### src/rtl/control_unit_if.sv
// Bus bundle between the tiny16 sequencer and its memory / register-file
// datapath. The master modport is the sequencer side; the slave modport is
// the memory + datapath side. Building with SINGLE_STEP_EN adds the
// step/paused pair.
interface control_unit_if;
  logic [15:0] mem_rdata;
  logic        mem_ready;
  logic        mem_req;
  logic        mem_we;
  logic [1:0]  addr_sel;
  logic [2:0]  src_sel;
  logic [2:0]  dst_sel;
  logic        reg_in_en;
  logic        reg_out_en;
  logic        pc_inc;
  logic [1:0]  wb_sel;
  logic [2:0]  alu_op;
  logic [15:0] ir;
  logic        halted;
  logic        illegal;
  logic        bus_err;
`ifdef SINGLE_STEP_EN
  logic        step;
  logic        paused;
`endif

  modport master (
`ifdef SINGLE_STEP_EN
    input  step,
    output paused,
`endif
    input  mem_rdata, mem_ready,
    output mem_req, mem_we, addr_sel, src_sel, dst_sel, reg_in_en,
           reg_out_en, pc_inc, wb_sel, alu_op, ir, halted, illegal, bus_err
  );

  modport slave (
`ifdef SINGLE_STEP_EN
    output step,
    input  paused,
`endif
    output mem_rdata, mem_ready,
    input  mem_req, mem_we, addr_sel, src_sel, dst_sel, reg_in_en,
           reg_out_en, pc_inc, wb_sel, alu_op, ir, halted, illegal, bus_err
  );
endinterface

### src/rtl/control_unit.sv
// tiny16 multicycle sequencer: fetch / decode / execute one 16-bit
// instruction at a time, driving register-file controls, write-back mux,
// ALU op and the memory request handshake.
// Optional build macro: SINGLE_STEP_EN (adds step/paused and a PAUSE state
// entered after every completed instruction and out of reset).
module control_unit #(
  parameter int unsigned TIMEOUT  = 255,
  parameter logic [3:0]  HALT_OPC = 4'hF
) (
  input  logic           clk,
  input  logic           rst,
  control_unit_if.master bus
);

  localparam int CW = $clog2(TIMEOUT + 1);

  localparam logic [3:0] OPC_NOP = 4'h0;
  localparam logic [3:0] OPC_MOV = 4'h1;
  localparam logic [3:0] OPC_LDI = 4'h2;
  localparam logic [3:0] OPC_LD  = 4'h3;
  localparam logic [3:0] OPC_ST  = 4'h4;
  localparam logic [3:0] OPC_ALU = 4'h5;

  typedef enum logic [2:0] {
    S_FETCH,
    S_DECODE,
    S_EXEC,
    S_IMM,
    S_MEM,
    S_HALT
`ifdef SINGLE_STEP_EN
    , S_PAUSE
`endif
  } state_t;

  // Where a finished instruction goes, and where reset leaves the sequencer.
`ifdef SINGLE_STEP_EN
  localparam state_t DONE_ST  = S_PAUSE;
  localparam state_t RESET_ST = S_PAUSE;
`else
  localparam state_t DONE_ST  = S_FETCH;
  localparam state_t RESET_ST = S_FETCH;
`endif

  state_t          state_reg, state_next;
  logic [15:0]     ir_reg, ir_next;
  logic [CW-1:0]   cnt_reg, cnt_next;
  logic            illegal_reg, illegal_next;
  logic            bus_err_reg, bus_err_next;

  // Registered decodes of the state being entered.
  logic            mem_req_reg;
  logic            mem_we_reg;
  logic            reg_out_en_reg;
  logic [1:0]      addr_sel_reg;
  logic [1:0]      wb_sel_reg;
  logic            halted_reg;
  logic            exec_we_reg;   // register write that needs no memory (EXEC)
  logic            ready_we_reg;  // register write qualified by mem_ready (IMM, LD)
  logic            ready_pc_reg;  // PC increment qualified by mem_ready (FETCH, IMM)
`ifdef SINGLE_STEP_EN
  logic            paused_reg;
`endif

  logic [3:0]      opcode;
  logic            xfer;
  logic            stall;
  logic            expire;

  assign opcode = ir_reg[15:12];

  // Handshake qualifiers; mem_ready is only meaningful while a request is up,
  // and a ready in the expiry cycle still completes the transfer.
  assign xfer   = mem_req_reg & bus.mem_ready;
  assign stall  = mem_req_reg & ~bus.mem_ready;
  assign expire = stall & (cnt_reg == CW'(TIMEOUT - 1));

  // Next-state, instruction register and sticky-flag logic.
  always_comb begin
    state_next   = state_reg;
    ir_next      = ir_reg;
    illegal_next = illegal_reg;
    bus_err_next = bus_err_reg;
    case (state_reg)
      S_FETCH: begin
        // The first cycle after reset has no request up yet; stay here
        // until the request registers, then wait for mem_ready.
        if (xfer) begin
          ir_next    = bus.mem_rdata;
          state_next = S_DECODE;
        end else if (expire) begin
          bus_err_next = 1'b1;
          state_next   = S_HALT;
        end
      end
      S_DECODE: begin
        if (opcode == HALT_OPC) begin
          state_next = S_HALT;
        end else begin
          case (opcode)
            OPC_NOP:          state_next = DONE_ST;
            OPC_MOV, OPC_ALU: state_next = S_EXEC;
            OPC_LDI:          state_next = S_IMM;
            OPC_LD, OPC_ST:   state_next = S_MEM;
            default: begin
              illegal_next = 1'b1;
              state_next   = DONE_ST;
            end
          endcase
        end
      end
      S_EXEC: state_next = DONE_ST;
      S_IMM, S_MEM: begin
        if (xfer) begin
          state_next = DONE_ST;
        end else if (expire) begin
          bus_err_next = 1'b1;
          state_next   = S_HALT;
        end
      end
      S_HALT: state_next = S_HALT;
`ifdef SINGLE_STEP_EN
      S_PAUSE: begin
        if (bus.step) state_next = S_FETCH;
      end
`endif
      default: state_next = S_HALT;
    endcase
  end

  // Wait-cycle counter: cleared whenever the state changes, counts stalled
  // request cycles while it does not.
  always_comb begin
    cnt_next = cnt_reg;
    if (state_next != state_reg) begin
      cnt_next = '0;
    end else if (stall) begin
      cnt_next = cnt_reg + 1'b1;
    end
  end

  // State register plus registered output decodes of the state being entered.
  always_ff @(posedge clk or posedge rst) begin
    if (rst) begin
      state_reg      <= RESET_ST;
      ir_reg         <= '0;
      cnt_reg        <= '0;
      illegal_reg    <= 1'b0;
      bus_err_reg    <= 1'b0;
      mem_req_reg    <= 1'b0;
      mem_we_reg     <= 1'b0;
      reg_out_en_reg <= 1'b0;
      addr_sel_reg   <= 2'd0;
      wb_sel_reg     <= 2'd0;
      halted_reg     <= 1'b0;
      exec_we_reg    <= 1'b0;
      ready_we_reg   <= 1'b0;
      ready_pc_reg   <= 1'b0;
`ifdef SINGLE_STEP_EN
      paused_reg     <= 1'b1;
`endif
    end else begin
      state_reg      <= state_next;
      ir_reg         <= ir_next;
      cnt_reg        <= cnt_next;
      illegal_reg    <= illegal_next;
      bus_err_reg    <= bus_err_next;
      // ir_reg is already valid whenever EXEC or MEM is being entered.
      mem_req_reg    <= (state_next == S_FETCH) || (state_next == S_IMM) ||
                        (state_next == S_MEM);
      mem_we_reg     <= (state_next == S_MEM) && (opcode == OPC_ST);
      reg_out_en_reg <= (state_next == S_FETCH) || (state_next == S_IMM);
      addr_sel_reg   <= (state_next != S_MEM)  ? 2'd0 :
                        (opcode == OPC_ST)     ? 2'd2 : 2'd1;
      wb_sel_reg     <= (state_next != S_EXEC) ? 2'd0 :
                        (opcode == OPC_MOV)    ? 2'd2 : 2'd1;
      halted_reg     <= (state_next == S_HALT);
      exec_we_reg    <= (state_next == S_EXEC);
      ready_we_reg   <= (state_next == S_IMM) ||
                        ((state_next == S_MEM) && (opcode == OPC_LD));
      ready_pc_reg   <= (state_next == S_FETCH) || (state_next == S_IMM);
`ifdef SINGLE_STEP_EN
      paused_reg     <= (state_next == S_PAUSE);
`endif
    end
  end

  // Strobes fire only in the cycle the handshake completes (or in EXEC).
  assign bus.pc_inc     = ready_pc_reg & xfer;
  assign bus.reg_in_en  = exec_we_reg | (ready_we_reg & xfer);

  assign bus.mem_req    = mem_req_reg;
  assign bus.mem_we     = mem_we_reg;
  assign bus.addr_sel   = addr_sel_reg;
  assign bus.reg_out_en = reg_out_en_reg;
  assign bus.wb_sel     = wb_sel_reg;
  assign bus.src_sel    = ir_reg[8:6];
  assign bus.dst_sel    = ir_reg[11:9];
  assign bus.alu_op     = ir_reg[2:0];
  assign bus.ir         = ir_reg;
  assign bus.halted     = halted_reg;
  assign bus.illegal    = illegal_reg;
  assign bus.bus_err    = bus_err_reg;
`ifdef SINGLE_STEP_EN
  assign bus.paused     = paused_reg;
`endif

endmodule

### src/flat_wrapper.sv
// flat-port wrapper written by rule: the top's interface ports become plain ports
module control_unit_flat 
#(
  parameter int unsigned TIMEOUT  = 255,
  parameter logic [3:0]  HALT_OPC = 4'hF
)
  (clk, rst, bus_mem_rdata, bus_mem_ready, bus_mem_req, bus_mem_we, bus_addr_sel, bus_src_sel, bus_dst_sel, bus_reg_in_en, bus_reg_out_en, bus_pc_inc, bus_wb_sel, bus_alu_op, bus_ir, bus_halted, bus_illegal, bus_bus_err);
  control_unit_if bus_i ();
  input  logic clk;
  input  logic rst;
  input wire logic [$bits(bus_i.mem_rdata)-1:0] bus_mem_rdata;
  input wire logic [$bits(bus_i.mem_ready)-1:0] bus_mem_ready;
  output wire logic [$bits(bus_i.mem_req)-1:0] bus_mem_req;
  output wire logic [$bits(bus_i.mem_we)-1:0] bus_mem_we;
  output wire logic [$bits(bus_i.addr_sel)-1:0] bus_addr_sel;
  output wire logic [$bits(bus_i.src_sel)-1:0] bus_src_sel;
  output wire logic [$bits(bus_i.dst_sel)-1:0] bus_dst_sel;
  output wire logic [$bits(bus_i.reg_in_en)-1:0] bus_reg_in_en;
  output wire logic [$bits(bus_i.reg_out_en)-1:0] bus_reg_out_en;
  output wire logic [$bits(bus_i.pc_inc)-1:0] bus_pc_inc;
  output wire logic [$bits(bus_i.wb_sel)-1:0] bus_wb_sel;
  output wire logic [$bits(bus_i.alu_op)-1:0] bus_alu_op;
  output wire logic [$bits(bus_i.ir)-1:0] bus_ir;
  output wire logic [$bits(bus_i.halted)-1:0] bus_halted;
  output wire logic [$bits(bus_i.illegal)-1:0] bus_illegal;
  output wire logic [$bits(bus_i.bus_err)-1:0] bus_bus_err;
  assign bus_i.mem_rdata = bus_mem_rdata;
  assign bus_i.mem_ready = bus_mem_ready;
  assign bus_mem_req = bus_i.mem_req;
  assign bus_mem_we = bus_i.mem_we;
  assign bus_addr_sel = bus_i.addr_sel;
  assign bus_src_sel = bus_i.src_sel;
  assign bus_dst_sel = bus_i.dst_sel;
  assign bus_reg_in_en = bus_i.reg_in_en;
  assign bus_reg_out_en = bus_i.reg_out_en;
  assign bus_pc_inc = bus_i.pc_inc;
  assign bus_wb_sel = bus_i.wb_sel;
  assign bus_alu_op = bus_i.alu_op;
  assign bus_ir = bus_i.ir;
  assign bus_halted = bus_i.halted;
  assign bus_illegal = bus_i.illegal;
  assign bus_bus_err = bus_i.bus_err;
  control_unit #(.TIMEOUT(TIMEOUT), .HALT_OPC(HALT_OPC)) u_core (.clk(clk), .rst(rst), .bus(bus_i));
endmodule
### config.mk
export PLATFORM = sky130hd
export DESIGN_NAME = control_unit_flat
export DESIGN_NICKNAME = d
export VERILOG_FILES = /design/src/rtl/control_unit_if.sv /design/src/rtl/control_unit.sv /design/src/flat_wrapper.sv
export SDC_FILE = /design/constraint.sdc
export NUM_CORES = 1
export LEC_CHECK = 0
export ABC_AREA = 0
export CAP_MARGIN = 20
export CORE_ASPECT_RATIO = 1.5
export CORE_MARGIN = 3
export CORE_UTILIZATION = 35
export DETAILED_ROUTE_END_ITERATION = 12
export PLACE_DENSITY = 0.71
export SETUP_SLACK_MARGIN = 0.05
export SYNTH_ARGS = -nofsm -noshare
export SYNTH_HDL_FRONTEND = slang
export SYNTH_SLANG_ARGS = --single-unit
export TNS_END_PERCENT = 1
### constraint.sdc
create_clock -name clk -period 2.5 [get_ports clk]
set_input_delay 0.5 -clock clk [delete_from_list [all_inputs] [get_ports clk]]
set_output_delay 0.5 -clock clk [all_outputs]
set_load 0.005 [all_outputs]
Yosys cells after proc, flatten, opt, wreduce, memory -nomap -nowiden
Cells that the tools add are included.
{ "word_totals": {"elab_cells": 71, "output_inout_bits": 37, "reg_bits": 39} }
{ "op_classes": {"n_mux": 12, "n_bitwise": 10, "n_addsub": 1, "reduce_logical": 17, "n_eq_ne": 18} }
{ "op_table": {"columns": ["operator", "count"], "rows": [
  ["8-bit 2-to-1 mux", 2],
  ["3-bit by 2-bit equality test with 1-bit output (second input constant)", 4],
  ["3-bit 2-to-1 mux", 4],
  ["3-bit case mux with 4 select lines", 1],
  ["3-bit equality test (second input constant)", 3],
  ["3-bit case mux with 3 select lines", 1],
  ["8-bit by 1-bit adder with 8-bit output (second input constant)", 1],
  ["4-bit by 2-bit equality test with 1-bit output (second input constant)", 2],
  ["4-bit by 3-bit equality test with 1-bit output (second input constant)", 2],
  ["8-bit equality test (second input constant)", 1],
  ["2-bit 2-to-1 mux", 4],
  ["3-bit logical NOT", 2],
  ["3-bit AND reduction", 2],
  ["2-bit OR reduction", 3],
  ["6-bit OR reduction", 1],
  ["1-bit bitwise AND", 5],
  ["4-bit by 1-bit equality test with 1-bit output (second input constant)", 1],
  ["4-bit equality test (second input constant)", 1],
  ["4-bit logical NOT", 1],
  ["1-bit inverter", 4],
  ["3-bit by 1-bit equality test with 1-bit output (second input constant)", 1],
  ["1-bit logical OR", 3],
  ["3-bit by 2-bit != test with 1-bit output (second input constant)", 1],
  ["3-bit != test", 1],
  ["6 further kinds", 7]
]} }

Longest topological paths before layout
{ "depth": {"ltp_word": 9, "depth_mapped": 8, "mapped_depth_nobuf": 7} }

Worst setup path before layout
OpenSTA, ideal clock, no wires.
{ "synth_path": {"path_type": "register -> register", "from": "register u_core.state_reg[0]", "to": "register u_core.wb_sel_reg[1], in the netlist u_core.bus.wb_sel[1]", "n_path_buf": 2, "period_less_slack_ps": 1792, "required_ps": 2377, "slack_ps": 708, "setup_time_ps": 123, "stages_incl_launch_ff": 8, "t_arrival_ps": 1669, "cell_sequence": "dfrtp_1 buf_6 or2_4 nor3_4 and4bb_4 and2_4 buf_6 nor3b_2"} }
{ "synth_via": {"elab_chain_cells": 5} }
{ "synth_rtl": {"columns": ["element", "line", "rtl"], "rows": [
  ["from (decl)", "control_unit.sv:45", "state_t state_reg, state_next;"],
  ["from (signal assigned)", "control_unit.sv:163", "state_reg <= state_next;"],
  ["3-bit by 2-bit equality test with 1-bit output (tied with other cells)", "control_unit.sv:84", "case (state_reg)"],
  ["2-bit OR reduction (tied with other cells)", "control_unit.sv:84", null],
  ["3-bit case mux with 4 select lines *", "control_unit.sv:84", null],
  ["3-bit by 2-bit != test with 1-bit output *", "control_unit.sv:175", "wb_sel_reg <= (state_next != S_EXEC) ? 2'd0 :"],
  ["2-bit 2-to-1 mux *", "control_unit.sv:175", null],
  ["to (signal assigned)", "control_unit.sv:175", null],
  ["to (decl)", "control_unit.sv:56", "logic [1:0] wb_sel_reg;"]
]} }
Mark *: on every way between the ends. The rest lies on a longest branch, timed or not.
A chain may end at the register's enable or synchronous reset.

Final worst setup path
{ "layout_path": {"from": "input bus_mem_ready", "to": "output bus_pc_inc"} }
{ "layout_via": {"elab_chain_cells": 2} }
{ "layout_rtl": {"columns": ["element", "line", "rtl"], "rows": [
  ["from (decl)", "flat_wrapper.sv:12", "input wire logic [$bits(bus_i.mem_ready)-1:0] bus_mem_ready;"],
  ["1-bit bitwise AND", "control_unit.sv:74", "assign xfer = mem_req_reg & bus.mem_ready;"],
  ["1-bit bitwise AND", "control_unit.sv:189", "assign bus.pc_inc = ready_pc_reg & xfer;"],
  ["to (decl)", "flat_wrapper.sv:20", "output wire logic [$bits(bus_i.pc_inc)-1:0] bus_pc_inc;"]
]} }
Every way passes these cells.

==> out/summary.txt <==
Leakage: 1.02 nW
Area grow syn2layout: 31.9%
Post-route ant nets: 0
Met2 WL post-DR: 2.00 mm
Pre-antenna DRT Iters: 4
Hold_buf cts: 0
Tot GR Track Use: 0.131
DRC violation count after routing: 0
Design area: 2530 sq um
Setup TNS Final: 0 ns
Avg Vias per Cell: 4.86
Rel. slew slack: 0.667
Setup crit end kind: output pin
RSZ-0062 raised after global routing: no
Yosys reg bits: 38
Fin. max-slew vios: 0
Postcts setup bufs: 0
Top Layer Used: met4
Critical Path RT: 2.00 ns
Largest net degree at the start of global routing: 39
Row cnt: 32
Cell Pwr Density: 1120 nW/um^2
Port Buf Inserts: 55
Largest delay share family, worst path: buffers and inverters
Setup violators final: 0
Peak VDD IR: 0.554 mV
Placed insts: 279
Post-synth top area share: 0.495
CTS sink count: 38
Worst path bufs/invs: 2
Measured slew at the worst slew-check pin: 0.498 ns
N_diodes: 0
DIE HEIGHT: 96.7 um
GRT overflow: 0
Sequential share of the synthesized area: 0.495
Final core utilization: 0.483
# H-tree levels: 2
Final clock skew: 0.00396 ns
Setup WS post-layout: 0.236 ns
Antenna violations before repair: 0
Crit path DAT: 1.76 ns
CTS clk-pin slew, worst paths: 0.07 ns
Initial DRC count: 36
RD Place Congestion: 0.840
Post-Route WL: 3.86 mm
Starting Density: 0.366
Tcrit/Tclk final: 0.906
Root buf cell: clkbuf_8
Routed metal-1 wirelength: 1.60 mm
CP startpoint kind: input pin
First-pass GRT wire length: 6.68 mm
Worst-path cell chain: clkdlybuf4s50_1, and3_1, clkdlybuf4s50_1
Total CTS buffers: 5
Period minus WS final: 2.26 ns
Fin cells: 286
Final net count: 239
Vias in the first global route: 1467
Syn avg cell area: 11.2 sq um
Status: completed
IO Count: 56
Die Area: 6430 sq um
Max-cap violations: 0
Synth area leaders: dfrtp_1 (50%), mux2_2 (9.4%), buf_4 (3.9%), nor2_1 (3.7%), nand4_1 (2.0%)
Largest register FFs: 16
CP most frequent cell: clkdlybuf4s50_1
Synth area leader: dfrtp_1
Post-DP HPWL: 2.82 mm
CTS tree: yes
Final hold violation count: 0
Syn_nets: 192
Die X: 66.5 um
CP max stage delay: 0.58 ns
Worst slack, placed: 0.0927 ns
Core ar.: 5250 sq um
Layout cells sized above 1: 0.170
Resize count post-CTS: 0
Slowest stage cell, crit path: clkdlybuf4s50_1
Synth warn: 0
Cell count after synthesis: 171
HP Class: reg -> reg
CTS max path bufs: 2
Met3 wire len: 190 um
Overall via count from detail_route: 1391
Highest Clock Rate: 442 MHz
Syn Std Cell Area: 1920 sq um
Filler cells: 471
Synth unique cells: 47
CP Max Fanout: 7
WL per Instance: 13.5 um
Area after DPL: 2460 sq um
Clock Latency Late Sink: 0.28 ns
Crit Path Class: in -> out
## layout make-up
type,count,area [sq um],area share
Clock buffer,7,76.3,0.0301
Tap cell,68,85.1,0.0336
Timing Repair Buffer,59,581,0.229
Sequential cell,38,951,0.375
Multi-Input combinational cell,110,826,0.326
Inverter,4,15.0,0.00593
## cells by family after synthesis
kind of cell / after synthesis / synth area share
AND/OR/NAND/NOR: 63 / 0.201
flip-flops: 38 / 0.495
buffers and inverters: 23 / 0.0749
AO/OA/AOI/OAI: 21 / 0.0860
multiplexers: 16 / 0.0938
XOR/XNOR: 8 / 0.0365
adder cells (fa/ha/maj): 2 / 0.0130
## cell usage in the layout, fill, tap and decap left out, drive strengths merged, types with 3 or more instances in the layout
cell / instances
a211oi: 3
a21oi: 7
and3: 3
buf: 4
clkbuf: 7
clkdlybuf4s50: 55
dfrtp: 38
inv: 4
mux2: 16
nand2: 8
nand2b: 4
nand4: 6
nor2: 19
nor3: 3
o21ai: 3
xnor2: 4
xor2: 4
## worst paths after layout
check | start | depth (start not counted) | slack (ns) | to
max | bus_mem_ready | 3 | 0.24 | bus_pc_inc
min | u_core.bus.illegal | 1 | 0.46 | u_core.bus.illegal
max reg2reg | u_core.bus.ir[13] | 5 | 0.52 | u_core.cnt_reg[1]
min reg2reg | u_core.bus.illegal | 1 | 0.46 | u_core.bus.illegal
max in group asynchronous | rst | 3 | 1.52 | u_core.state_reg[1]
min in group asynchronous | rst | 3 | 0.63 | u_core.bus.ir[2]
## through the flow
| stage | power [mW] | hold WS (ns) |
|---|---|---|
| after global placement | 2.43 | 0.455 |
| final | 2.83 | 0.461 |
| after CTS | 2.87 | 0.472 |
| after detailed placement | 2.47 | 0.458 |
| after floorplan | 1.90 | 0.451 |
| after global routing | 3.05 | 0.492 |
## synth_stat cells (all sizes together)
library cell	n
buf	16
ha	2
nand2	8
nand4b	1
mux2	16
inv	4
or2	2
and2	2
and3b	1
a21oi	7
o21ai	3
and4	1
a21o	1
o2bb2ai	1
o21bai	1
nand2b	4
nor4b	2
nor4	2
nand3b	2
nor2b	2
a31o	1
nor3b	2
a2111oi	1
or3	1
xor2	4
xnor2	4
and3	3
clkbuf	3
o311ai	1
nor3	3
nor2	19
a211oi	3
o32ai	1
dfrtp	38
o21a	1
nand4	6
or3b	1
and4bb	1
## metal layers
metal,up-vias,GRT usage
met2,41,0.230
met1,670,0.147
met5,-,0
li1,676,-
met4,0,0.0563
met3,4,0.0302
## power by group
part	internal [mW]	switching, mW
clock network	0.192	0.195
registers	0.829	0.244
logic	0.853	0.514
Note: power is estimated with default switching activity, not from simulation.
